==> config.mk <==
export PLATFORM = sky130hd
export DESIGN_NAME = mem_access_unit_flat
export DESIGN_NICKNAME = d
export VERILOG_FILES = /design/src/rtl/mem_access_unit_pkg.sv /design/src/rtl/mem_access_unit_if.sv /design/src/rtl/mem_access_unit_load_ext.sv /design/src/rtl/mem_access_unit.sv /design/src/flat_wrapper.sv
export SDC_FILE = /design/constraint.sdc
export NUM_CORES = 1
export LEC_CHECK = 0
export BUFFER_PORTS_ARGS = -buffer_cell sky130_fd_sc_hd__buf_2
export CAP_MARGIN = 20
export CELL_PAD_IN_SITES_DETAIL_PLACEMENT = 1
export CELL_PAD_IN_SITES_GLOBAL_PLACEMENT = 1
export CORE_MARGIN = 4
export CORE_UTILIZATION = 37
export CTS_CLUSTER_DIAMETER = 150
export DETAILED_ROUTE_END_ITERATION = 16
export PLACE_DENSITY = 0.86
export SLEW_MARGIN = 20
export SYNTH_ARGS = -nofsm -noshare
export SYNTH_HDL_FRONTEND = slang
export SYNTH_SLANG_ARGS = --single-unit
==> constraint.sdc <==
create_clock -name clk -period 2.32 [get_ports clk]
set_input_delay 0.116 -clock clk [delete_from_list [all_inputs] [get_ports clk]]
set_output_delay 0.116 -clock clk [all_outputs]
set_load 0.01 [all_outputs]
==> src/rtl/mem_access_unit_pkg.sv <==
// Shared data-type codes, exception codes and lane helpers for the MEM-stage access unit.
// The optional bus timeout lives in the top and is enabled by defining MEM_TIMEOUT_EN.
package mem_access_unit_pkg;

    localparam logic [3:0] DT_W  = 4'd0;
    localparam logic [3:0] DT_HU = 4'd1;
    localparam logic [3:0] DT_H  = 4'd2;
    localparam logic [3:0] DT_BU = 4'd3;
    localparam logic [3:0] DT_B  = 4'd4;

    localparam logic [4:0] EXC_ADEL = 5'd4;
    localparam logic [4:0] EXC_ADES = 5'd5;
    localparam logic [4:0] EXC_DBE  = 5'd7;

    typedef enum logic [1:0] {
        SZ_WORD,
        SZ_HALF,
        SZ_BYTE
    } accSize_e;

    // Unknown type codes fall back to a full word access.
    function automatic accSize_e sizeOf(input logic [3:0] dt);
        case (dt)
            DT_HU, DT_H: sizeOf = SZ_HALF;
            DT_BU, DT_B: sizeOf = SZ_BYTE;
            default:     sizeOf = SZ_WORD;
        endcase
    endfunction

    function automatic logic isMisaligned(input accSize_e sz, input logic [1:0] off);
        case (sz)
            SZ_WORD: isMisaligned = (off != 2'b00);
            SZ_HALF: isMisaligned = off[0];
            default: isMisaligned = 1'b0;
        endcase
    endfunction

    function automatic logic [3:0] byteEnable(input accSize_e sz, input logic [1:0] off);
        case (sz)
            SZ_HALF: byteEnable = off[1] ? 4'b1100 : 4'b0011;
            SZ_BYTE: byteEnable = 4'b0001 << off;
            default: byteEnable = 4'b1111;
        endcase
    endfunction

    function automatic logic [31:0] laneData(input accSize_e sz, input logic [31:0] wdata);
        case (sz)
            SZ_HALF: laneData = {2{wdata[15:0]}};
            SZ_BYTE: laneData = {4{wdata[7:0]}};
            default: laneData = wdata;
        endcase
    endfunction

endpackage

==> src/rtl/mem_access_unit_if.sv <==
// Data bus between the MEM-stage access unit (master) and a memory slave.
// bus_rdata is only meaningful in a cycle where bus_ack is high.
interface mem_access_unit_if;

    logic        bus_req;
    logic        bus_we;
    logic [31:0] bus_addr;
    logic [3:0]  bus_be;
    logic [31:0] bus_wdata;
    logic [31:0] bus_rdata;
    logic        bus_ack;

    modport master (
        output bus_req,
        output bus_we,
        output bus_addr,
        output bus_be,
        output bus_wdata,
        input  bus_rdata,
        input  bus_ack
    );

    modport slave (
        input  bus_req,
        input  bus_we,
        input  bus_addr,
        input  bus_be,
        input  bus_wdata,
        output bus_rdata,
        output bus_ack
    );

endinterface

==> src/rtl/mem_access_unit_load_ext.sv <==
// Load lane select and extension: picks the addressed byte/half of a bus word
// and zero- or sign-extends it according to the data type code.
module load_ext
    import mem_access_unit_pkg::*;
(
    input  logic [31:0] i_word,
    input  logic [1:0]  i_off,
    input  logic [3:0]  i_type,
    output logic [31:0] o_result
);

    logic [15:0] w_half;
    logic [7:0]  w_byte;

    always_comb begin
        w_half = i_off[1] ? i_word[31:16] : i_word[15:0];
        case (i_off)
            2'd0:    w_byte = i_word[7:0];
            2'd1:    w_byte = i_word[15:8];
            2'd2:    w_byte = i_word[23:16];
            default: w_byte = i_word[31:24];
        endcase
    end

    always_comb begin
        case (i_type)
            DT_HU:   o_result = {16'h0000, w_half};
            DT_H:    o_result = {{16{w_half[15]}}, w_half};
            DT_BU:   o_result = {24'h000000, w_byte};
            DT_B:    o_result = {{24{w_byte[7]}}, w_byte};
            default: o_result = i_word;
        endcase
    end

endmodule

==> src/rtl/mem_access_unit.sv <==
// MEM-stage data-memory access controller: req/ack bus master with alignment checks.
// Define MEM_TIMEOUT_EN to add a bus-wait watchdog that ends the access with a DBE exception.
module mem_access_unit
   import mem_access_unit_pkg::*;
   #(parameter logic [7:0] TIMEOUT = 8'd255)
(
   input  logic              clk,
   input  logic              reset,
   input  logic              MemtoRegM,
   input  logic              MemWriteM,
   input  logic [3:0]        DataTypeM,
   input  logic [31:0]       ALUResM,
   input  logic [31:0]       WriteDataM,
   input  logic              ExcOccurM,
   input  logic              flushM,
   mem_access_unit_if.master bus,
   output logic              StallM,
   output logic [31:0]       ReadDataM,
   output logic              MemExcM,
   output logic [4:0]        MemExcCodeM
);

   typedef enum logic [1:0] {
      ST_IDLE,
      ST_REQ,
      ST_DONE
   } state_e;

   state_e      r_state;
   state_e      w_nextState;

   accSize_e    w_size;
   logic        w_access;
   logic        w_misalign;
   logic        w_start;
   logic        w_timeout;
   logic        w_timedOut;
   logic [31:0] w_loadResult;

   logic        r_req;
   logic        r_we;
   logic        r_isLoad;
   logic        r_flushed;
   logic [31:0] r_addr;
   logic [31:0] r_wdata;
   logic [31:0] r_rdata;
   logic [3:0]  r_be;
   logic [3:0]  r_type;
   logic [1:0]  r_off;

   assign w_size     = sizeOf(DataTypeM);
   assign w_access   = (MemtoRegM | MemWriteM) & ~ExcOccurM & ~flushM;
   assign w_misalign = isMisaligned(w_size, ALUResM[1:0]);
   assign w_start    = (r_state == ST_IDLE) && w_access && !w_misalign;

`ifdef MEM_TIMEOUT_EN
   logic [7:0] r_cnt;
   logic       r_timedOut;

   // Fires on the REQ cycle whose missing ack would bring the wait count to TIMEOUT.
   assign w_timeout  = (r_state == ST_REQ) && !bus.bus_ack && ((r_cnt + 8'd1) == TIMEOUT);
   assign w_timedOut = r_timedOut;

   // Wait counter: cleared when an access starts, counts REQ cycles without ack.
   always_ff @(posedge clk or negedge reset) begin
      if (!reset) begin
         r_cnt      <= 8'd0;
         r_timedOut <= 1'b0;
      end else if (w_start) begin
         r_cnt      <= 8'd0;
         r_timedOut <= 1'b0;
      end else if ((r_state == ST_REQ) && !bus.bus_ack) begin
         if (w_timeout) begin
            r_cnt      <= 8'd0;
            r_timedOut <= 1'b1;
         end else begin
            r_cnt <= r_cnt + 8'd1;
         end
      end
   end
`else
   assign w_timeout  = 1'b0;
   assign w_timedOut = 1'b0;
`endif

   load_ext u_loadExt (
      .i_word   (r_rdata),
      .i_off    (r_off),
      .i_type   (r_type),
      .o_result (w_loadResult)
   );

   // State register for the access FSM.
   always_ff @(posedge clk or negedge reset) begin
      if (!reset) begin
         r_state <= ST_IDLE;
      end else begin
         r_state <= w_nextState;
      end
   end

   // Next-state and combinational outputs: stall, exceptions and load result.
   always_comb begin
      w_nextState = r_state;
      StallM      = 1'b0;
      MemExcM     = 1'b0;
      MemExcCodeM = 5'd0;
      ReadDataM   = 32'd0;
      case (r_state)
         ST_IDLE: begin
            if (w_access && w_misalign) begin
               MemExcM     = 1'b1;
               MemExcCodeM = MemWriteM ? EXC_ADES : EXC_ADEL;
            end else if (w_start) begin
               StallM      = 1'b1;
               w_nextState = ST_REQ;
            end
         end
         ST_REQ: begin
            StallM = 1'b1;
            if (bus.bus_ack || w_timeout) begin
               w_nextState = ST_DONE;
            end
         end
         ST_DONE: begin
            w_nextState = ST_IDLE;
            if (w_timedOut) begin
               MemExcM     = 1'b1;
               MemExcCodeM = EXC_DBE;
            end else if (r_isLoad && !r_flushed) begin
               ReadDataM = w_loadResult;
            end
         end
         default: w_nextState = ST_IDLE;
      endcase
   end

   // Bus outputs are latched at the start of an access and held steady for the whole of REQ;
   // a flush seen in REQ only poisons the result, the transfer itself always completes.
   always_ff @(posedge clk or negedge reset) begin
      if (!reset) begin
         r_req     <= 1'b0;
         r_we      <= 1'b0;
         r_isLoad  <= 1'b0;
         r_flushed <= 1'b0;
         r_addr    <= 32'd0;
         r_wdata   <= 32'd0;
         r_rdata   <= 32'd0;
         r_be      <= 4'd0;
         r_type    <= 4'd0;
         r_off     <= 2'd0;
      end else if (w_start) begin
         r_req     <= 1'b1;
         r_we      <= MemWriteM;
         r_isLoad  <= ~MemWriteM;
         r_flushed <= 1'b0;
         r_addr    <= {ALUResM[31:2], 2'b00};
         r_be      <= byteEnable(w_size, ALUResM[1:0]);
         r_wdata   <= MemWriteM ? laneData(w_size, WriteDataM) : 32'd0;
         r_type    <= DataTypeM;
         r_off     <= ALUResM[1:0];
      end else if (r_state == ST_REQ) begin
         if (flushM) begin
            r_flushed <= 1'b1;
         end
         if (bus.bus_ack) begin
            r_req   <= 1'b0;
            r_rdata <= bus.bus_rdata;
         end else if (w_timeout) begin
            r_req <= 1'b0;
         end
      end
   end

   assign bus.bus_req   = r_req;
   assign bus.bus_we    = r_we;
   assign bus.bus_addr  = r_addr;
   assign bus.bus_be    = r_be;
   assign bus.bus_wdata = r_wdata;

endmodule
==> src/flat_wrapper.sv <==
// flat-port wrapper written by rule: the top's interface ports become plain ports
module mem_access_unit_flat import mem_access_unit_pkg::*;
#(parameter logic [7:0] TIMEOUT = 8'd255)
  (clk, reset, MemtoRegM, MemWriteM, DataTypeM, ALUResM, WriteDataM, ExcOccurM, flushM, StallM, ReadDataM, MemExcM, MemExcCodeM, bus_bus_req, bus_bus_we, bus_bus_addr, bus_bus_be, bus_bus_wdata, bus_bus_rdata, bus_bus_ack);
  mem_access_unit_if bus_i ();
  input  logic clk;
  input  logic reset;
  input  logic MemtoRegM;
  input  logic MemWriteM;
  input  logic [3:0] DataTypeM;
  input  logic [31:0] ALUResM;
  input  logic [31:0] WriteDataM;
  input  logic ExcOccurM;
  input  logic flushM;
  output logic StallM;
  output logic [31:0] ReadDataM;
  output logic MemExcM;
  output logic [4:0] MemExcCodeM;
  output wire logic [$bits(bus_i.bus_req)-1:0] bus_bus_req;
  output wire logic [$bits(bus_i.bus_we)-1:0] bus_bus_we;
  output wire logic [$bits(bus_i.bus_addr)-1:0] bus_bus_addr;
  output wire logic [$bits(bus_i.bus_be)-1:0] bus_bus_be;
  output wire logic [$bits(bus_i.bus_wdata)-1:0] bus_bus_wdata;
  input wire logic [$bits(bus_i.bus_rdata)-1:0] bus_bus_rdata;
  input wire logic [$bits(bus_i.bus_ack)-1:0] bus_bus_ack;
  assign bus_bus_req = bus_i.bus_req;
  assign bus_bus_we = bus_i.bus_we;
  assign bus_bus_addr = bus_i.bus_addr;
  assign bus_bus_be = bus_i.bus_be;
  assign bus_bus_wdata = bus_i.bus_wdata;
  assign bus_i.bus_rdata = bus_bus_rdata;
  assign bus_i.bus_ack = bus_bus_ack;
  mem_access_unit #(.TIMEOUT(TIMEOUT)) u_core (.clk(clk), .reset(reset), .MemtoRegM(MemtoRegM), .MemWriteM(MemWriteM), .DataTypeM(DataTypeM), .ALUResM(ALUResM), .WriteDataM(WriteDataM), .ExcOccurM(ExcOccurM), .flushM(flushM), .bus(bus_i), .StallM(StallM), .ReadDataM(ReadDataM), .MemExcM(MemExcM), .MemExcCodeM(MemExcCodeM));
endmodule
==> metrics <==
Initial Util=37.9%; Final Cycle Share=98.4%; Slowest-stage cell, CP=mux4_2; number of fill cells in the layout=1,678; clock skew=0.00857 ns; R2R Path Start=u_core.r_state[0]; critical path endpoint=ReadDataM[31]; Final HPWL DP=13,000 um; endpoints failing setup=0; CTS tree=yes; final hold vios=0; Core Area=14,600 sq um; worst relative slew slack=55.5%; H-Tree Depth=3; Post-synth EDFFs=0; main flop type after synthesis=dfrtp_1; Max Fclk=438 MHz; CP Class=reg -> out; Clk pwr share=22.5%; commonest cells after routing, fill and taps aside=buf_2, dfrtp_1, nand2_1, mux2_2, nor2_1; crit-path max cell delay=0.50 ns; net switching power=2.55 mW; Multi-input gate area=2590 sq um; VDD IR-drop max=0.516 mV; largest net degree at the start of global routing=91; CP Depth=6; Min Clock Period, post-route=2.28 ns; first-pass GRT wire length=29,100 um; P per Cell Area=953 nW/um^2; gr ovfl total=0; placed inst area=6820 sq um; Die Span Y=130 um; Ys Warns=0; synthesized flop and latch total=110; Post-Syn Area=5530 sq um; critical-path maximum fanout=8; Crit path max-delay family=multiplexers; worst reg2reg endpoint=u_core.bus.bus_addr[28]; Rows=44; CTS Buf Count=9; Logic pwr share=36.5%; status=finished clean; CP cell instances=mux4_2 -> nor3b_2 -> o31ai_4 -> buf_6 -> nor2_1 -> buf_2; DR DRC count=0; CTS Sinks=110; clock buffer depth=2; commonest non-fill, non-tap cell in the layout=buf_2; I/O Buffers=210; worst-margin pin slew=0.668 ns; Distinct cells, synth=40; crit path from=u_core.r_rdata[15]; Die Area=17,000 sq um; Mapped Cells=538; RSZ-0062 raised after global routing=yes; Final nets=900; layout cells sized above 1=43.9%; fin. max-slew vios=0; class of the worst hold path=in -> reg; Async S/R FF share, synth=100%; Power, Total=7.36 mW; CP Launch Type=flop; routed wire length=19,000 um; internal power=4.82 mW; CTS root buf=clkbuf_16; Vias=5,118; WP buf/inv=2; drt pass-1 iters=5; Die X=130 um; crit path DAT=2.17 ns; number of DRC markers in iteration 0=180; Crit path required time=2.20 ns; register share of total power=41.0%; Switching Share=34.6%; later-pin clock latency in the skew report=0.35 ns; ANT nets after route=0; Final GP Congestion=0.821; non-filler instance count after layout=980; Reg2Reg Setup Slack=0.50 ns; number of global-route vias before repair=5,388; gr usage total=22.1%; routed len/inst=19.4 um; I/O pin cnt=216; max cap viols=0; register area share after synthesis=49.8%; via density per instance=5.22; initial antenna violation count=3; Post-Place Cells=908; setup TNS=0 ns; Avg Inst Size Synth=10.3 sq um; CP Capture Type=output port; LEAKAGE=3.84 nW; Reg2Reg Depth=5; fin area=7730 sq um; clock transition at the registers of the reported paths=0.06 ns; synth-to-layout area growth=39.8%; FF+latch area=2760 sq um
[final cells by class]
class	instances	share of cell area (%)
Multi-Input combinational cell	378	33.5
Clock buffer	14	3.67
Sequential cell	110	35.7
Timing Repair Buffer	284	23.3
Clock inverter	2	0.486
Antenna cell	1	0.0324
Tap cell	184	2.98
Inverter	7	0.340
[kinds of logic (layout without fill, tap and decap cells)]
| family | Yosys count | count (layout) | share of synthesized area (%) |
|---|---|---|---|
| and+or+nand+nor | 164 | 164 | 13.1 |
| other | 1 | 6 | 0.0678 |
| muxes | 85 | 85 | 17.1 |
| buffers and inverters | 54 | 307 | 4.71 |
| adders and majority gates | 3 | 3 | 0.679 |
| xor gates and xnor gates | 1 | 1 | 0.158 |
| DFF | 110 | 110 | 49.8 |
| AOI/OAI and AO/OA | 120 | 120 | 14.4 |
[worst register-to-register path, cell delays in order (launching register included)]
cell,delay [ns]
dfrtp_1,0.42
nor4_1,0.32
buf_4,0.18
o2111ai_4,0.16
buf_4,0.29
mux2_2,0.33
[timing repair]
item | CTS | global route
hold endpoints to repair | 58 | 2
hold buffers | 39 | 2
pin swaps | 1 | 2
buffers inserted | 0 | 12
gates resized for setup | 9 | 5
gates cloned | 2 | 0
setup endpoints to repair | 30 | 32
[stage by stage]
step	worst slack [ns]	hold slack (ns)	util, %
after floorplan	0.350	-0.180	-
after global placement	0.298	0.0189	46.7
after detailed placement	0.207	0.0233	46.7
after CTS	0.00945	0.000535	52.1
after global routing	-0.0178	-0.000871	53.0
final	0.0369	0.0144	53.0
[flip-flops by register name, indices dropped and copies added (netlist names)]
name and count:
u_core.r_off 2, u_core.r_isLoad 1, u_core.bus.bus_wdata 32, u_core.r_type 4, u_core.bus.bus_addr 30, u_core.bus.bus_req 1
u_core.r_state 2, u_core.r_rdata 32, u_core.r_flushed 1, u_core.bus.bus_be 4, u_core.bus.bus_we 1
[synth_stat cells (8+ instances only)]
library cell  count  area share (%)
nor2_1           52             3.5
dfrtp_1         110              50
nand2_1          77             5.2
a221o_1           8             1.4
nor2b_1          19             2.1
o221a_2           8             1.6
a211oi_1          8             1.1
clkbuf_1         30             2.0
mux2_2           68              14
o21ai_0          51             4.6
mux2i_1          16             2.9
a21oi_1          19             1.7
o31ai_1          16             2.2
[how the worst min path moves through the flow]
stage	from	slack [ns]	cells past startpoint	to
after global placement	reset	0.02	1	u_core.r_rdata[26]
after floorplan	reset	-0.18	0	u_core.bus.bus_addr[10]
after detailed placement	reset	0.02	1	u_core.r_rdata[26]
final	bus_bus_rdata[0]	0.01	2	u_core.r_rdata[0]
after global routing	bus_bus_rdata[11]	-0.0009	2	u_core.r_rdata[11]
after CTS	bus_bus_rdata[0]	0.0005	2	u_core.r_rdata[0]
[power groups by stage]
| stage | clock network (mW) | registers [mW] | logic [mW] |
|---|---|---|---|
| floorplan | 0 | 3.05 | 1.32 |
| global placement | 0 | 2.97 | 2.25 |
| detailed placement | 0 | 3.02 | 2.35 |
| CTS | 1.71 | 3.00 | 2.52 |
| global route | 1.80 | 3.10 | 2.92 |
| finish | 1.66 | 3.02 | 2.69 |
[metal layers]
layer  GRT usage (%)  up-vias  share of wire [%]
li1                -     2356                  -
met1            24.6     2537                 37
met2            40.4      188                 53
met3            6.55       33                7.3
met4            6.66        4                2.2
met5               0        -               0.14
Power figures use the tool's default switching activity.
